<file path="config.mk">
export PLATFORM = sky130hd
export DESIGN_NAME = alu_multicycle
export DESIGN_NICKNAME = d
export VERILOG_FILES = /design/src/rtl/alu_multicycle.sv
export SDC_FILE = /design/constraint.sdc
export NUM_CORES = 1
export LEC_CHECK = 0
export ABC_CLOCK_PERIOD_IN_PS = 6550
export BUFFER_PORTS_ARGS = -buffer_cell sky130_fd_sc_hd__buf_2
export CAP_MARGIN = 20
export CORE_MARGIN = 5
export CORE_UTILIZATION = 40
export DETAILED_ROUTE_END_ITERATION = 8
export PLACE_DENSITY = 0.62
export RECOVER_POWER = 25
export SETUP_SLACK_MARGIN = 0.05
export SLEW_MARGIN = 5
export SYNTH_ARGS = -nofsm -noshare
export SYNTH_HDL_FRONTEND = slang
export SYNTH_SLANG_ARGS = --single-unit
</file>
<file path="constraint.sdc">
create_clock -name clk -period 6.55 [get_ports clk]
set_input_delay 1.31 -clock clk [delete_from_list [all_inputs] [get_ports clk]]
set_output_delay 1.31 -clock clk [all_outputs]
set_load 0.02 [all_outputs]
</file>
<file path="src/rtl/alu_multicycle.sv">
// ---------------------------------------------------------------------------
// alu_multicycle
//
// Multi-cycle ALU for the MicroMIPS datapath. Add/sub, logic and set-less-than
// operations complete in one cycle. Shifts run one bit per cycle. Unsigned
// multiply uses shift-add, one multiplier bit per cycle, and produces a
// double-width product. A start/busy/done handshake lets the control FSM
// stall. Results and flags are registered and change only when an operation
// completes, or on reset.
//
// Optional feature: define ALU_SIGNED_MUL_EN to enable op 4'b1100, a signed
// multiply. It runs the operand magnitudes through the same multiply path and
// negates the product at the end. When the macro is undefined, 4'b1100 is a
// reserved op.
//
// Parameters:
//   WIDTH    operand/result width (>= 4, power of 2)
//   SHAMT_W  shift-amount width, log2(WIDTH)
//
// Ports:
//   clk        rising-edge clock
//   reset      synchronous active-high reset; has priority over start
//   start      op request, sampled only while busy=0
//   op         operation code
//   rsvalue    operand A
//   in_multi   operand B
//   shamt      shift amount (shift ops only)
//   busy       iterative op in progress
//   done       one-cycle pulse: result/flags just updated
//   result     result / product low half
//   result_hi  product high half, 0 for non-multiply ops
//   ovfl       signed overflow (add/sub only)
//   zeroflag   result==0 ({result_hi,result}==0 for multiply)
// ---------------------------------------------------------------------------
module alu_multicycle #(
  parameter int WIDTH   = 32,
  parameter int SHAMT_W = 5
) (
  input  logic               clk,
  input  logic               reset,
  input  logic               start,
  input  logic [3:0]         op,
  input  logic [WIDTH-1:0]   rsvalue,
  input  logic [WIDTH-1:0]   in_multi,
  input  logic [SHAMT_W-1:0] shamt,
  output logic               busy,
  output logic               done,
  output logic [WIDTH-1:0]   result,
  output logic [WIDTH-1:0]   result_hi,
  output logic               ovfl,
  output logic               zeroflag
);

  localparam logic [3:0] OP_ADD  = 4'b0000;
  localparam logic [3:0] OP_SUB  = 4'b0001;
  localparam logic [3:0] OP_AND  = 4'b0010;
  localparam logic [3:0] OP_OR   = 4'b0011;
  localparam logic [3:0] OP_XOR  = 4'b0100;
  localparam logic [3:0] OP_NOR  = 4'b0101;
  localparam logic [3:0] OP_SLT  = 4'b0110;
  localparam logic [3:0] OP_SLTU = 4'b0111;
  localparam logic [3:0] OP_SLL  = 4'b1000;
  localparam logic [3:0] OP_SRL  = 4'b1001;
  localparam logic [3:0] OP_SRA  = 4'b1010;
  localparam logic [3:0] OP_MULU = 4'b1011;
`ifdef ALU_SIGNED_MUL_EN
  localparam logic [3:0] OP_MUL  = 4'b1100;
`endif

  localparam logic [SHAMT_W:0] CNT_MUL = (SHAMT_W+1)'(WIDTH);
  localparam logic [SHAMT_W:0] CNT_ONE = (SHAMT_W+1)'(1);

  typedef enum logic [1:0] {IDLE, SHIFT, MUL} state_t;

  state_t               state;
  logic [SHAMT_W:0]     cnt;        // remaining iterations, one extra bit so WIDTH fits
  logic [3:0]           op_q;       // shift direction latched at accept
  logic [WIDTH-1:0]     sh_reg;
  logic [2*WIDTH-1:0]   mcand;      // multiplicand, shifted left each cycle
  logic [WIDTH-1:0]     mplier;     // multiplier, shifted right each cycle
  logic [2*WIDTH-1:0]   acc;

  // Single-cycle datapath
  logic [WIDTH-1:0]     b_eff;
  logic [WIDTH-1:0]     sum;
  logic [WIDTH-1:0]     alu_res;
  logic                 alu_ovfl;
  logic                 is_shift;
  logic                 is_mul;

  // Iterative datapath
  logic [WIDTH-1:0]     sh_next;
  logic [2*WIDTH-1:0]   acc_next;
  logic [2*WIDTH-1:0]   prod;
  logic [WIDTH-1:0]     a_mag;
  logic [WIDTH-1:0]     b_mag;

  // NOTE: every signal assigned in always_comb gets a default first; a path
  // that leaves one unassigned would infer a latch.
  always_comb begin
    b_eff    = (op == OP_SUB) ? ~in_multi : in_multi;
    // sub is A + ~B + 1; the carry out is dropped by the WIDTH-bit sum
    sum      = rsvalue + b_eff + {{(WIDTH-1){1'b0}}, (op == OP_SUB)};
    alu_res  = '0;
    alu_ovfl = 1'b0;
    case (op)
      OP_ADD, OP_SUB: begin
        alu_res  = sum;
        alu_ovfl = (rsvalue[WIDTH-1] == b_eff[WIDTH-1]) &&
                   (sum[WIDTH-1] != rsvalue[WIDTH-1]);
      end
      OP_AND:  alu_res = rsvalue & in_multi;
      OP_OR:   alu_res = rsvalue | in_multi;
      OP_XOR:  alu_res = rsvalue ^ in_multi;
      OP_NOR:  alu_res = ~(rsvalue | in_multi);
      OP_SLT:  alu_res = {{(WIDTH-1){1'b0}}, ($signed(rsvalue) < $signed(in_multi))};
      OP_SLTU: alu_res = {{(WIDTH-1){1'b0}}, (rsvalue < in_multi)};
      // A shift reaches this single-cycle path only when shamt is zero
      OP_SLL, OP_SRL, OP_SRA: alu_res = rsvalue;
      default: alu_res = '0;
    endcase
  end

  assign is_shift = (op == OP_SLL) || (op == OP_SRL) || (op == OP_SRA);

  always_comb begin
    case (op_q)
      OP_SLL:  sh_next = {sh_reg[WIDTH-2:0], 1'b0};
      OP_SRL:  sh_next = {1'b0, sh_reg[WIDTH-1:1]};
      default: sh_next = {sh_reg[WIDTH-1], sh_reg[WIDTH-1:1]};
    endcase
  end

  // The add for the current multiplier bit is folded into the same cycle, so
  // the final product is available on the last MUL edge
  assign acc_next = acc + (mplier[0] ? mcand : '0);

`ifdef ALU_SIGNED_MUL_EN
  logic is_smul;
  logic neg_q;    // operand signs differed; negate the product at the end

  assign is_smul = (op == OP_MUL);
  assign is_mul  = (op == OP_MULU) || is_smul;
  // The most-negative value negates to itself, which read as unsigned is
  // exactly its magnitude
  assign a_mag   = (is_smul && rsvalue[WIDTH-1])  ? -rsvalue  : rsvalue;
  assign b_mag   = (is_smul && in_multi[WIDTH-1]) ? -in_multi : in_multi;
  assign prod    = neg_q ? -acc_next : acc_next;
`else
  assign is_mul  = (op == OP_MULU);
  assign a_mag   = rsvalue;
  assign b_mag   = in_multi;
  assign prod    = acc_next;
`endif

  // NOTE: sequential state uses non-blocking assignments so every register
  // samples the pre-edge values, regardless of statement order.
  always_ff @(posedge clk) begin
    if (reset) begin
      state     <= IDLE;
      busy      <= 1'b0;
      done      <= 1'b0;
      result    <= '0;
      result_hi <= '0;
      ovfl      <= 1'b0;
      zeroflag  <= 1'b0;
      cnt       <= '0;
      op_q      <= '0;
      sh_reg    <= '0;
      mcand     <= '0;
      mplier    <= '0;
      acc       <= '0;
`ifdef ALU_SIGNED_MUL_EN
      neg_q     <= 1'b0;
`endif
    end else begin
      done <= 1'b0;
      case (state)
        IDLE: begin
          if (start) begin
            if (is_mul) begin
              mcand  <= {{WIDTH{1'b0}}, a_mag};
              mplier <= b_mag;
              acc    <= '0;
              cnt    <= CNT_MUL;
              busy   <= 1'b1;
              state  <= MUL;
`ifdef ALU_SIGNED_MUL_EN
              neg_q  <= is_smul && (rsvalue[WIDTH-1] ^ in_multi[WIDTH-1]);
`endif
            end else if (is_shift && (shamt != '0)) begin
              sh_reg <= rsvalue;
              op_q   <= op;
              cnt    <= {1'b0, shamt};
              busy   <= 1'b1;
              state  <= SHIFT;
            end else begin
              result    <= alu_res;
              result_hi <= '0;
              ovfl      <= alu_ovfl;
              zeroflag  <= (alu_res == '0);
              done      <= 1'b1;
            end
          end
        end

        SHIFT: begin
          sh_reg <= sh_next;
          cnt    <= cnt - 1'b1;
          if (cnt == CNT_ONE) begin
            result    <= sh_next;
            result_hi <= '0;
            ovfl      <= 1'b0;
            zeroflag  <= (sh_next == '0);
            done      <= 1'b1;
            busy      <= 1'b0;
            state     <= IDLE;
          end
        end

        MUL: begin
          acc    <= acc_next;
          mcand  <= {mcand[2*WIDTH-2:0], 1'b0};
          mplier <= {1'b0, mplier[WIDTH-1:1]};
          cnt    <= cnt - 1'b1;
          if (cnt == CNT_ONE) begin
            {result_hi, result} <= prod;
            ovfl      <= 1'b0;
            zeroflag  <= (prod == '0);
            done      <= 1'b1;
            busy      <= 1'b0;
            state     <= IDLE;
          end
        end

        default: state <= IDLE;
      endcase
    end
  end

endmodule

</file>
==> flow_metrics.py <==
metrics = {
    "timing": {
        "setup-tns-final_ns": 0,
        "min_period_ns": 5.65,
        "max_freq_mhz": 177,
        "slew_viol_final": 43,
        "rsz0062_at_grt": "no",
        "tightest_slew_ns": 1.89,
        "hold_viol_final": 0,
        "timing.final.ws_setup_ns": 0.902,
        "setup_viol": 0,
        "fin_worst_skew_ns": 0.0330,
        "fin_crit_sh": 0.862,
        "slew-limit-headroom": -0.258,
    },
    "worst_setup_path": {
        "slowest_delay_ns": 0.78,
        "path_max_fanout": 23,
        "critical-path-slowest-cell": "clkbuf_1",
        "path_buf_inv": 2,
        "cp_top_family": "simple AND/OR/NAND/NOR gates",
        "criticalPathCategory": "in -> reg",
        "start_kind": "input port",
        "crit_top_cell": "nand4_1",
        "crit_chain": "buf_2 > clkbuf_1 > a21boi_0 > and2_0 > a221o_1 > nor3_1 > nand4b_1 > a2111oi_0 > nand4_1 > nor4_1 > nand4_1 > nor4b_1 > nand4_1 > a311oi_1",
        "critPathCaptureType": "register",
        "critPathRequiredTime_ns": 7.01,
        "crit_arrival_ns": 6.10,
    },
    "global_routing": {
        "grt_pass1_wl_mm": 125,
        "antenna_found_initial": 2,
        "grt_max_degree": 145,
        "grt_pass1_vias": 21215,
        "gr-total-overflow": 0,
        "grtUsageTotal": 0.261,
    },
    "status": {
        "violations": "capacitance limit, slew limit",
        "outcome": "complete, but fails checks",
    },
    "logic_synthesis": {
        "synth-edff-count": 0,
        "ys_warn_count": 0,
        "synth_cell_types": 94,
        "synth.cell_area_um2": 21800,
        "ys_seq_area_frac": 0.249,
        "syn-num-nets": 3243,
        "synthFlopType": "dfxtp_1",
        "synth-async-reset-ratio": 0,
        "syn_avg_cell_area_um2": 7.37,
        "yosys_register_bits": 272,
        "syn_inst": 2966,
    },
    "cells_and_area": {
        "drive_gt1_frac": 0.0724,
        "top_regs": "acc x64, mcand x64",
        "layout.cells.non_filler": 3710,
        "fin_nets": 3263,
        "syn_to_final_growth_pct": 10.5,
        "fin_util": 0.448,
    },
    "clocking": {
        "tritoncts": "yes",
        "postCtsHoldBufs": 0,
        "cts_resized": 0,
        "cts.sinks": 272,
        "postCtsSetupBuffers": 0,
        "clk_pin_slew_worst_paths_ns": 0.06,
        "clockRootBuffer": "clkbuf_16",
        "numCtsBuffers": 35,
        "ctsHtreeMaxLevel": 2,
        "clk-insertion-delay-late_ns": 0.57,
        "clock_path_buffers": 3,
    },
    "route": {
        "final_antenna_net_count": 0,
        "via_per_inst": 6.01,
        "drc": 0,
        "wl_per_cell_um": 21.9,
        "drt_iter0_markers": 2115,
        "vias": 22307,
        "routed_wl_mm": 81.3,
        "first_pass_iters": 9,
    },
    "placed_design": {
        "preCtsSetupSlack_ns": 0.351,
        "routabilityCongestion": 0.968,
        "port_buffers": 143,
        "dpl.cell_count": 3645,
        "dp_hpwl_mm": 62.4,
    },
    "pwr": {
        "p_leak_nw": 9.58,
        "powerDensity_nw_per_um2": 204,
        "power.total_mw": 4.93,
        "peakVddDrop_mv": 0.176,
    },
    "die": {
        "design.core.area_um2": 53900,
        "chipHeight_um": 244,
        "std_cell_rows": 85,
        "io_pins": 144,
        "die_area_um2": 59400,
        "initial_core_util": 0.405,
        "fp.dieW_um": 244,
    },
    "worst_hold_path": {
        "hold_path_class": "reg -> reg",
    },
    "job": {
        "drv_cap": 2,
    },
}
==> worst paths after layout <==
check                           from                      end  slack (ns)  cells past startpoint
min reg2reg  result[11]$_SDFFE_PP0P_  result[11]$_SDFFE_PP0P_        0.45                      2
min          result[11]$_SDFFE_PP0P_  result[11]$_SDFFE_PP0P_        0.45                      2
max                            op[1]    zeroflag$_SDFFE_PP0P_        0.90                     14
max reg2reg   mplier[0]$_SDFFE_PP0P_    zeroflag$_SDFFE_PP0P_        1.26                     16
==> cells in the mapped netlist (6+ instances only) <==
cell        n  area share
a21oi_1   360       0.082
nor2_1    347       0.060
nand2_1   341       0.059
dfxtp_1   272        0.25
ha_1      199        0.11
clkbuf_1  160       0.027
inv_1     103       0.018
nand3_1   102       0.023
mux2i_1   101       0.046
o21ai_0    98       0.022
a211oi_1   88       0.030
and2_1     75       0.021
xnor2_1    73       0.029
nand2b_1   64       0.018
nor3_1     43      0.0099
xor2_1     41       0.016
a21o_1     40       0.014
nand4_1    39       0.011
o211ai_1   34       0.012
a31oi_1    30      0.0086
and3_1     21      0.0060
nor4_1     20      0.0057
o21a_1     18      0.0062
buf_1      17      0.0029
nor2b_1    17      0.0049
a22oi_1    16      0.0055
a222oi_1   15      0.0069
a311oi_1   14      0.0056
or2_2      12      0.0034
a221oi_1   11      0.0044
or4_1      11      0.0038
buf_2      10      0.0023
or3_1      10      0.0029
a221o_1     9      0.0041
o21ai_1     8      0.0018
o31ai_1     8      0.0027
a211o_1     7      0.0028
buf_4       6      0.0021
nor3b_1     6      0.0021
o21bai_1    6      0.0021
o22ai_1     6      0.0017
==> metal layers <==
metal  up-vias  part of all wire  global-route usage
met2       790              0.43               0.405
met4         0             0.037              0.0946
met1     10771              0.47               0.375
met5         -                 0                   0
li1      10612                 -                   -
met3       134             0.059              0.0294
==> cell type report <==
cell class / instances / area [um2]
multi-input cells: 2393 / 15300
well taps: 696 / 871
repair buffers: 180 / 932
inverters: 104 / 390
fillers: 5533 / 29800
diodes: 2 / 5.00
flip-flops and latches: 272 / 5450
clock buffers: 45 / 1020
clock inverters: 18 / 185
==> cells by family after synthesis <==
group / Yosys count / share of synthesized area
fa+ha+maj: 201 / 0.116
flops: 272 / 0.249
simple gates: 1143 / 0.246
buf+inv: 301 / 0.0543
xor+xnor: 114 / 0.0457
compound gates: 829 / 0.240
mux: 106 / 0.0490
==> where the power goes <==
part	switching, mW	internal (mW)
clock	0.827	1.22
combinational	0.749	0.359
sequential	0.0539	1.72
total	1.63	3.30
==> worst reg2reg max path, stage by stage (launching register included) <==
cell	delay [ns]
dfxtp_1	0.79
buf_4	0.32
buf_4	0.22
and2_1	0.15
ha_1	0.30
a21oi_1	0.29
inv_1	0.12
a211oi_1	0.35
o32ai_1	0.16
or3_1	0.43
a41oi_2	0.36
o31ai_1	0.16
xor2_1	0.21
or4_1	0.52
nor4b_1	0.32
nand4_1	0.22
a311oi_1	0.30
==> cells in the final DEF (no fill, tap or decap), types with 32 or more instances in the layout <==
cell       netlist  routed
a211oi_1        88      88
a21o_1          40      40
a21oi_1        360     359
and2_1          75      74
buf_2           10      74
buf_4            6      32
clkbuf_1       160      73
clkbuf_16        0      37
dfxtp_1        272     272
ha_1           199     196
inv_1          103     103
mux2i_1        101     101
nand2_1        341     341
nand2b_1        64      63
nand3_1        102     102
nand4_1         39      39
nor2_1         347     346
nor3_1          43      42
o211ai_1        34      34
o21ai_0         98      98
xnor2_1         73      73
xor2_1          41      41
==> per-stage QoR <==
step / cell area, um2 / hold slack (ns)
2_1_floorplan: 21800 / 0.432
3_3_place_gp: 23100 / 0.443
3_5_place_dp: 23100 / 0.444
4_1_cts: 24300 / 0.452
5_1_grt: 24100 / 0.477
6_report: 24100 / 0.453
No activity file was read; power rests on OpenSTA's default activity.
